`src/rtl/la_ioring_seq.sv`:
```
// IO ring supply-control sequencer: walks the ioring control bus toward a programmed
// target one bit per step, with a programmable settle delay between bit changes.
module la_ioring_seq #(
    parameter int                RINGW = 8,
    parameter int                CNTW  = 8,
    parameter logic [RINGW-1:0]  INIT  = '1,
    parameter logic [CNTW-1:0]   DELAY = CNTW'(3)
) (
    input  logic             clk,
    input  logic             rst,
    input  logic             cfg_valid,
    output logic             cfg_ready,
    input  logic [RINGW-1:0] cfg_target,
    input  logic [CNTW-1:0]  cfg_delay,
    output logic [RINGW-1:0] ioring,
    output logic             busy,
    output logic             done
);

    typedef enum logic [1:0] {
        IDLE = 2'd0,
        STEP = 2'd1,
        WAIT = 2'd2
    } state_t;

    state_t           state_r;
    logic [RINGW-1:0] target_r;
    logic [CNTW-1:0]  delay_r;
    logic [CNTW-1:0]  cnt_r;

    logic [RINGW-1:0] clr_s;
    logic [RINGW-1:0] set_s;
    logic [RINGW-1:0] step_ring_s;
    logic             mismatch_s;
    logic             step_left_s;

    // One-hot of the highest set bit of v (zero when v is zero).
    function automatic logic [RINGW-1:0] hi_bit(input logic [RINGW-1:0] v);
        logic [RINGW-1:0] r;
        logic             found;
        r     = '0;
        found = 1'b0;
        for (int i = RINGW - 1; i >= 0; i--) begin
            if (v[i] && !found) begin
                r[i]  = 1'b1;
                found = 1'b1;
            end
        end
        return r;
    endfunction

    // One-hot of the lowest set bit of v (zero when v is zero).
    function automatic logic [RINGW-1:0] lo_bit(input logic [RINGW-1:0] v);
        logic [RINGW-1:0] r;
        logic             found;
        r     = '0;
        found = 1'b0;
        for (int i = 0; i < RINGW; i++) begin
            if (v[i] && !found) begin
                r[i]  = 1'b1;
                found = 1'b1;
            end
        end
        return r;
    endfunction

    // Next ring value for a single step: power-down beats power-up, so bits that must
    // clear go first (highest index first), then bits that must set (lowest first).
    always_comb begin
        clr_s      = ioring & ~target_r;
        set_s      = ~ioring & target_r;
        mismatch_s = |(clr_s | set_s);
        if (|clr_s) begin
            step_ring_s = ioring & ~hi_bit(clr_s);
        end else begin
            step_ring_s = ioring | lo_bit(set_s);
        end
        step_left_s = (step_ring_s != target_r);
    end

    // Sequencer FSM with its datapath registers and the done pulse.
    always_ff @(posedge clk) begin
        if (rst) begin
            state_r  <= IDLE;
            target_r <= INIT;
            delay_r  <= DELAY;
            cnt_r    <= '0;
            ioring   <= '0;
            done     <= 1'b0;
        end else begin
            done <= 1'b0;
            case (state_r)
                IDLE: begin
                    if (cfg_valid) begin
                        target_r <= cfg_target;
                        delay_r  <= cfg_delay;
                    end else if (mismatch_s) begin
                        state_r <= STEP;
                    end else begin
                        state_r <= IDLE;
                    end
                end
                STEP: begin
                    ioring <= step_ring_s;
                    cnt_r  <= delay_r;
                    if (delay_r != '0) begin
                        state_r <= WAIT;
                    end else if (step_left_s) begin
                        state_r <= STEP;
                    end else begin
                        state_r <= IDLE;
                        done    <= 1'b1;
                    end
                end
                WAIT: begin
                    // cnt holds at 1 on the exit edge rather than wrapping through 0.
                    if (cnt_r == CNTW'(1)) begin
                        if (mismatch_s) begin
                            state_r <= STEP;
                        end else begin
                            state_r <= IDLE;
                            done    <= 1'b1;
                        end
                    end else begin
                        cnt_r <= cnt_r - CNTW'(1);
                    end
                end
                default: begin
                    state_r <= IDLE;
                end
            endcase
        end
    end

    assign busy      = (state_r != IDLE);
    assign cfg_ready = (state_r == IDLE);

endmodule

```
`config.mk`:
```
export PLATFORM = sky130hd
export DESIGN_NAME = la_ioring_seq
export DESIGN_NICKNAME = d
export VERILOG_FILES = /design/src/rtl/la_ioring_seq.sv
export SDC_FILE = /design/constraint.sdc
export NUM_CORES = 1
export LEC_CHECK = 0
export CELL_PAD_IN_SITES_DETAIL_PLACEMENT = 1
export CELL_PAD_IN_SITES_GLOBAL_PLACEMENT = 1
export CORE_AREA = 2 2 86 88
export CTS_BUF_LIST = sky130_fd_sc_hd__clkbuf_4
export CTS_CLUSTER_DIAMETER = 100
export CTS_CLUSTER_SIZE = 25
export DETAILED_ROUTE_END_ITERATION = 7
export DIE_AREA = 0 0 88 90
export DONT_BUFFER_PORTS = 1
export PLACE_DENSITY = 0.73
export SETUP_SLACK_MARGIN = 0.15
export SYNTH_ARGS = -nofsm -noshare
export SYNTH_HDL_FRONTEND = slang
export SYNTH_SLANG_ARGS = --single-unit
```
`constraint.sdc`:
```
create_clock -name clk -period 2.2 [get_ports clk]
set_input_delay 0.44 -clock clk [delete_from_list [all_inputs] [get_ports clk]]
set_output_delay 0.44 -clock clk [all_outputs]
set_load 0.02 [all_outputs]
```
; Word-level counts from Yosys, hierarchy flattened
; Cells that the tools add are included.
[classes]
add_sub_neg = 1
reduce_logical = 37
eq_ne = 7
muxes = 70
n_bitwise = 8
[ops]
columns = op, n
row1 = 1-bit 2-to-1 mux, 62
row2 = 8-bit AND, 3
row3 = 8-bit NOT, 3
row4 = 8-bit 2-to-1 mux, 2
row5 = 8-bit bitwise OR, 2
row6 = 8-bit one-hot mux with 2 select lines, 1
row7 = 8-bit OR reduction, 2
row8 = 1-bit logical AND, 14
row9 = 1-bit logical NOT, 14
row10 = 8-bit by 1-bit == test with 1-bit output (second input constant), 1
row11 = 8-bit inequality test, 1
row12 = 8-bit nonzero test, 1
row13 = 8-bit by 1-bit subtractor with 8-bit output (second input constant), 1
row14 = 2-bit 2-to-1 mux, 3
row15 = 2-bit inequality test (second input constant), 3
row16 = 2-bit one-hot mux with 3 select lines, 1
row17 = 2-bit AND reduction, 3
row18 = 2-bit nonzero test, 2
row19 = 2-bit by 1-bit == test with 1-bit output (second input constant), 1
row20 = 2-bit == test (second input constant), 1
row21 = 2-bit logical NOT, 1
row22 = 1-bit one-hot mux with 2 select lines, 1
[totals]
word_cells = 129
out_inout_bits = 11
register_bits = 35

; Longest topological paths before layout
; Gate-level depths: netlist of run 1.
[depth]
word_depth = 39
ltp_mapped = 10

; Least setup slack after synthesis of run 1
; OpenSTA, ideal clock, no wires.
[synth_timing]
path_kind = register to register
start = register ioring[1]
end = register done
t_required_ps = 2086
slack_ps = -62
path_buffers = 0
path_stages_with_launch = 9
t_arrival_ps = 2148
path_cell_list = dfxtp_1 inv_1 ha_1 nor4_1 nand4_1 mux2_1 o2111ai_1 and4bb_1 a2bb2o_4
[synth_via]
elab_chain_cells = 35
[synth_rtl]
columns = item, line
row1 = from (decl), 15  ; output logic [RINGW-1:0] ioring,
row2 = from (signal assigned), 104  ; ioring <= step_ring_s;
row3 = 8-bit NOT, 71  ; set_s = ~ioring & target_r;
row4 = 8-bit AND, 71
row5 = 1-bit logical AND, 59  ; if (v[i] && !found) begin
row6 = 1-bit 2-to-1 mux, 59
row7 = 1-bit 2-to-1 mux, 73  ; if (|clr_s) begin
row8 = 1-bit logical NOT, 59
row9 = 1-bit logical AND, 59
row10 = 1-bit 2-to-1 mux, 59
row11 = [19 not listed], n/a
row12 = 1-bit 2-to-1 mux, 59
row13 = 1-bit 2-to-1 mux, 73
row14 = 8-bit bitwise OR, 76  ; step_ring_s = ioring | lo_bit(set_s);
row15 = 8-bit 2-to-1 mux, 73
row16 = 8-bit inequality test, 78  ; step_left_s = (step_ring_s != target_r);
row17 = 1-bit 2-to-1 mux, 108  ; end else if (step_left_s) begin
row18 = 1-bit 2-to-1 mux, 106  ; if (delay_r != '0) begin
row19 = 1-bit one-hot mux with 2 select lines *, 92  ; case (state_r)
row20 = to (signal assigned), 89  ; done <= 1'b0;
row21 = to (signal assigned), 91  ; done <= 1'b0;
row22 = to (signal assigned), 112  ; done <= 1'b1;
row23 = to (decl), 17  ; output logic done
; Every way passes the cells marked *; elsewhere a longest branch is shown, timed or not. The select of a mux whose other input is x is not followed.
; A chain may end at the register's enable or synchronous reset.

; Worst setup path in the final report of run 1
[layout_timing]
start = register target_r[7]
end = register done
[layout_via]
elab_chain_cells = 39
[layout_rtl]
columns = item, line
row1 = from (decl), 27  ; logic [RINGW-1:0] target_r;
row2 = from (signal assigned), 95  ; target_r <= cfg_target;
row3 = 8-bit NOT, 70  ; clr_s = ioring & ~target_r;
row4 = 8-bit AND, 70
row5 = 1-bit 2-to-1 mux, 44  ; if (v[i] && !found) begin
row6 = 1-bit 2-to-1 mux, 73
row7 = 1-bit logical NOT, 44
row8 = 1-bit logical AND, 44
row9 = 1-bit 2-to-1 mux, 44
row10 = 1-bit 2-to-1 mux, 73
row11 = [23 not listed], n/a
row12 = 1-bit 2-to-1 mux, 73
row13 = 8-bit NOT, 74  ; step_ring_s = ioring & ~hi_bit(clr_s);
row14 = 8-bit AND, 74
row15 = 8-bit 2-to-1 mux, 73
row16 = 8-bit inequality test, 78
row17 = 1-bit 2-to-1 mux, 108
row18 = 1-bit 2-to-1 mux, 106
row19 = 1-bit one-hot mux with 2 select lines *, 92
; Marks and branches as above.

==> results.cfg, run 1 <==
[power_and_ir_drop]
clock_power_share_pct = 12.2
comb_power_share_pct = 56.5
vdd_drop_max_v = 0.000352
internal-power_mw = 1.71
p_per_area_nw_per_um2 = 1060
p_sw_mw = 1.43
swShare_pct = 45.5
power_leakage_nw = 1.21
p_seq_share_pct = 31.3
p_total_mw = 3.14

[sta]
rsz0062_at_grt = true
slew_headroom_pct = 71.0
drv_slew = 0
min_period_ns = 2.22
finalSetupViolCount = 1
hold_viol = 0
fin_skew_ns = 0.0182
tightest_slew_ns = 0.431
fin_ws_ns = -0.0238
finalCritPeriodShare_pct = 101
fmax_ghz = 0.450
final.setup.tns_ns = -0.0238

[run_status]
violations = negative setup slack
status = finished, violations left

[logic_synthesis]
synth_top_family_by_area = simple AND/OR/NAND/NOR gates
syn-num-nets = 336
avgSynthCellArea_um2 = 8.20
synthCells = 293
synth-simple-area-share_pct = 29.9
synthAdderAreaFrac_pct = 12.5
synth_top_cell_by_area = dfxtp_1
synthArstFlopShare_pct = 0
synthXorXnorAreaFrac_pct = 1.46
yosysWarnings = 0
muxShareOfSynthArea_pct = 2.14
syn_area_um2 = 2400
synth_common_cells = nand2_1, dfxtp_1, a21oi_1, inv_1, ha_1
synth.area.top_cells = dfxtp_1, ha_1, a21oi_1, nand2_1, inv_1
synth_most_common_cell = nand2_1
synth_top_area_share_pct = 29.2
yosys_register_bits = 35
synth_ff_type = dfxtp_1
synth.distinct_cells = 50
synth_edf_count = 0
ys_seq_area_share_pct = 29.2
synth_compound_area_share_pct = 17.1

[placement]
dp_cells = 415
gp_congestion = 0.868
port_buffers = 0
post-dp-hpwl_mm = 5.38
pre_cts_slack_ns = -0.0953

[worst_setup_path]
crit_path_end = done
crit_fanout = 6
startpoint = target_r[7]
critPathCaptureType = flip-flop
ff2ff_path_depth = 8
r2r_slack_ns = -0.02
critPathLaunchType = flip-flop
regToRegEndpoint = done
path_class = reg -> reg
crit_required_ns = 2.45
r2r_start = target_r[7]
cp_data_arrival_time_ns = 2.48

[global_routing]
grt-ovfl-total = 0
grtUsageTotal_pct = 18.4
grt_pass1_wl_mm = 11.7
antenna_found_initial = 0
grt_pass1_vias = 2341
grt_max_degree = 38

[layout]
fin_nets = 370
areaGrowthSynthToFinish_pct = 22.7
drive_above_1_share_pct = 28.7
final_cell_count_no_fill = 427
fin_util_pct = 42.0
antennaDiodeCount = 0

[route]
drtAntennaViolNets = 0
firstDrtPassIters = 4
wirelength_mm = 7.05
viasPerCell = 5.38
vias = 2296
wl_per_cell_um = 16.5
drtIter0Drc = 106
drc = 0

[floorplan]
fp.dieH_um = 90
pin_count = 30
rows = 31
die_area_um2 = 7920
core_um2 = 7020
die_x_um = 88
start_util_pct = 34.2

[clocking]
htreeDepth = 2
cts_root_buffer = clkbuf_4
tritoncts = built
clock_latency_ns = 0.34
numCtsBuffers = 5
clock-sinks = 35
cts.path.max_buffers = 2
path_clk_slew_ns = 0.13
cts-hold-fix-buffers = 0

[hold_path]
min_path_type = in -> reg
hold_depth = 1

[run]
maxCapViolations = 0
registers in the layout, indices dropped and copies added (netlist names):
register / flops
target_r: 8
ioring: 8
delay_r: 8
cnt_r: 8
done: 1
state_r: 2
worst max-delay path: stages, from the launching register on:
cell,delay (ns)
dfxtp_2,0.35
inv_2,0.05
ha_4,0.18
or4_4,0.56
nor4_4,0.17
a22oi_1,0.13
o2111ai_1,0.20
and4bb_2,0.30
a2bb2o_4,0.20
cell usage in the layout, fill, tap and decap left out, drive strengths merged, types with 2 or more instances in the layout:
| cell | Yosys | final |
|---|---|---|
| a211oi | 5 | 5 |
| nand4 | 3 | 3 |
| clkbuf | 9 | 6 |
| inv | 26 | 27 |
| xor2 | 2 | 2 |
| nand3 | 5 | 5 |
| and4 | 2 | 2 |
| nor3b | 4 | 4 |
| a31oi | 6 | 6 |
| nor4 | 8 | 8 |
| ha | 24 | 24 |
| nor4b | 2 | 2 |
| and3 | 2 | 2 |
| buf | 1 | 38 |
| or4 | 3 | 3 |
| nor3 | 9 | 9 |
| a2111oi | 3 | 3 |
| mux2i | 4 | 4 |
| o21ai | 8 | 8 |
| and2 | 2 | 2 |
| a22oi | 2 | 2 |
| a21oi | 30 | 30 |
| or3 | 6 | 6 |
| xnor2 | 2 | 2 |
| nor2 | 19 | 19 |
| nand4b | 3 | 3 |
| nand3b | 11 | 11 |
| dfxtp | 35 | 35 |
| nand2 | 39 | 39 |
| a311oi | 4 | 4 |
routing by layer:
metal	vias up	global-route usage (%)	wire length [µm]
met5	-	0	0
met4	0	5.00	115
met3	8	2.94	227
met2	42	28.5	3260
met1	1129	26.2	3450
li1	1117	-	-
power groups by stage:
| stage | Sequential [mW] | Combinational (mW) | Clock (mW) |
|---|---|---|---|
| 3_5_place_dp | 0.990 | 1.70 | 0 |
| 4_1_cts | 0.982 | 1.75 | 0.392 |
| 6_report | 0.983 | 1.77 | 0.382 |
| 5_1_grt | 1.02 | 1.98 | 0.420 |
| 2_1_floorplan | 0.994 | 1.17 | 0 |
| 3_3_place_gp | 0.983 | 1.65 | 0 |
through the flow:
| stage | hold WS [ns] | area, µm² |
|---|---|---|
| finish | 0.148 | 2950 |
| global route | 0.123 | 2950 |
| CTS | 0.129 | 2910 |
| detailed placement | 0.470 | 2780 |
| global placement | 0.463 | 2780 |
| floorplan | 0.445 | 2480 |
logic make-up after synthesis:
family                   count (synthesis)
AO/OA/AOI/OAI                           65
multiplexers                             5
buffers and inverters                   37
XOR/XNOR                                 4
AND/OR/NAND/NOR                        123
adder cells (fa/ha/maj)                 24
flip-flops                              35
timing repair:
item / in CTS / in global routing
pin swaps: 6 / 5
setup endpoints to repair: 2 / 3
setup buffers: 4 / 0
gates resized for setup: 11 / 10
cloned: 0 / 0
hold endpoints to repair: 0 / 0
area by class of cell:
type	count	area, µm²
multi-input combinational	221	1660
clock buffer	6	45.0
sequential	35	722
clock inverter	2	11.3
inverter	26	97.6
timing repair buffer	38	289
tap	99	124
fill	860	4070
worst min path at each step:
stage / from / to / slack (ns)
floorplan: delay_r[0] / cnt_r[0] / 0.45
global placement: delay_r[6] / delay_r[6] / 0.46
detailed placement: delay_r[3] / delay_r[3] / 0.47
CTS: rst / ioring[0] / 0.13
global route: rst / state_r[1] / 0.12
finish: rst / ioring[4] / 0.15
Note: power is estimated with default switching activity, not from simulation.
==> run 2, diff against run 1 <==
- MAX_ROUTING_LAYER: unset -> met4
==> run 2 against run 1 <==
- the flow still finishes with violations (negative setup slack)
- setup slack barely moved
- first-iteration DRC count is 0.94% higher
- sequential power barely moved
- register-to-register slack about the same
- core utilization is the same
==> results.cfg, run 2 (synthesized netlist as in run 1, its figures left out) <==
[run_status]
status = finished, violations left
violations = negative setup slack

[route]
wl_per_cell_um = 16.5
viasPerCell = 5.40
vias = 2305
drc = 0
wirelength_mm = 7.06
drtIter0Drc = 107
firstDrtPassIters = 4
drtAntennaViolNets = 0

[sta]
slew_headroom_pct = 71.0
finalCritPeriodShare_pct = 101
fin_hold_ws_ns = 0.147
min_period_ns = 2.22
finalSetupViolCount = 1
drv_slew = 0
fin_ws_ns = -0.0236
fmax_ghz = 0.450
final.setup.tns_ns = -0.0236
fin_skew_ns = 0.0187
hold_viol = 0
tightest_slew_ns = 0.431
rsz0062_at_grt = true

[clocking]
tritoncts = built
clock-sinks = 35
cts_root_buffer = clkbuf_4
path_clk_slew_ns = 0.13
htreeDepth = 2
numCtsBuffers = 5
cts.path.max_buffers = 2
clock_latency_ns = 0.35

[placement]
post-dp-hpwl_mm = 5.38
port_buffers = 0
gp_congestion = 0.882

[worst_setup_path]
r2r_start = ioring[4]
path_class = reg -> reg
r2r_slack_ns = -0.02
cp_data_arrival_time_ns = 2.48
crit_fanout = 4
critPathLaunchType = flip-flop
crit_required_ns = 2.45
crit_path_end = done
ff2ff_path_depth = 7
critPathCaptureType = flip-flop
regToRegEndpoint = done
startpoint = ioring[4]

[hold_path]
min_path_type = in -> reg
holdCritStartpoint = rst

[power_and_ir_drop]
p_per_area_nw_per_um2 = 1070
vdd_drop_max_v = 0.000352
power_leakage_nw = 1.21
internal-power_mw = 1.71
swShare_pct = 45.5
p_sw_mw = 1.43
comb_power_share_pct = 56.5
p_seq_share_pct = 31.4
clock_power_share_pct = 12.2

[global_routing]
antenna_found_initial = 0
grt-ovfl-total = 0
grt_max_degree = 38
grt_pass1_vias = 2336
grtUsageTotal_pct = 18.8
grt_pass1_wl_mm = 11.7

[floorplan]
start_util_pct = 34.2
die_x_um = 88
fp.dieH_um = 90
core_um2 = 7020
rows = 31
die_area_um2 = 7920
pin_count = 30

[layout]
fin_util_pct = 42.0
antennaDiodeCount = 0
register_area_um2 = 722
final_cell_mix = nand2_1, buf_4, a21oi_1
multiInputGateArea_um2 = 1660
areaGrowthSynthToFinish_pct = 22.7
final_common_cell = nand2_1
drive_above_1_share_pct = 28.7
fill_cells = 860
fin_nets = 370

[run]
maxCapViolations = 0
## run 2: timing repair
action                                  4_1_cts  5_1_grt
hold buffers                                  0        0
endpoints found under the setup margin        2        3
gates resized for setup                      11       10
pin swaps                                     6        5
setup buffers                                 4        0
endpoints found under the hold margin         0        0
## run 2: through the flow
stage	power, mW	std cells	cell area (µm²)	setup WS, ns
floorplan	2.16	293	2480	0.139
global placement	2.63	415	2780	-0.0765
detailed placement	2.69	415	2780	-0.0953
CTS	3.12	427	2910	-0.0109
global route	3.42	427	2950	-0.129
finish	3.14	427	2950	-0.0236
## run 2: power by group through the flow
stage / clock [mW] / combinational [mW] / sequential [mW]
CTS: 0.392 / 1.75 / 0.982
detailed placement: 0 / 1.70 / 0.990
global placement: 0 / 1.65 / 0.983
floorplan: 0 / 1.17 / 0.994
global route: 0.420 / 1.98 / 1.02
finish: 0.382 / 1.77 / 0.984
## run 2: worst min path at each step
stage | endpoint | slack, ns | cells after the start
3_5_place_dp | delay_r[3] | 0.47 | 2
6_report | ioring[4] | 0.15 | 1
3_3_place_gp | delay_r[6] | 0.46 | 2
4_1_cts | ioring[0] | 0.13 | 1
5_1_grt | state_r[1] | 0.12 | 1
2_1_floorplan | cnt_r[0] | 0.45 | 2
## run 2: critical path, stage by stage, from the launching register on
cell and delay, ns:
dfxtp_2 0.37, ha_4 0.18, or4_4 0.58, nor4_4 0.17
a22oi_1 0.13, o2111ai_1 0.20, and4bb_2 0.30, a2bb2o_4 0.20
## run 2: per-layer routing
layer  share of wire [%]  global-route usage, %
met5                   0                      -
met4                 1.3                   4.62
met3                 3.7                   2.94
met2                  47                   28.5
met1                  48                   26.2
## run 2: final cells by class
| class | count | share of cell area, % |
|---|---|---|
| Multi-Input combinational cell | 221 | 56.3 |
| Clock inverter | 2 | 0.382 |
| Tap cell | 99 | 4.20 |
| Sequential cell | 35 | 24.5 |
| Clock buffer | 6 | 1.53 |
| Inverter | 26 | 3.31 |
| Timing Repair Buffer | 38 | 9.81 |
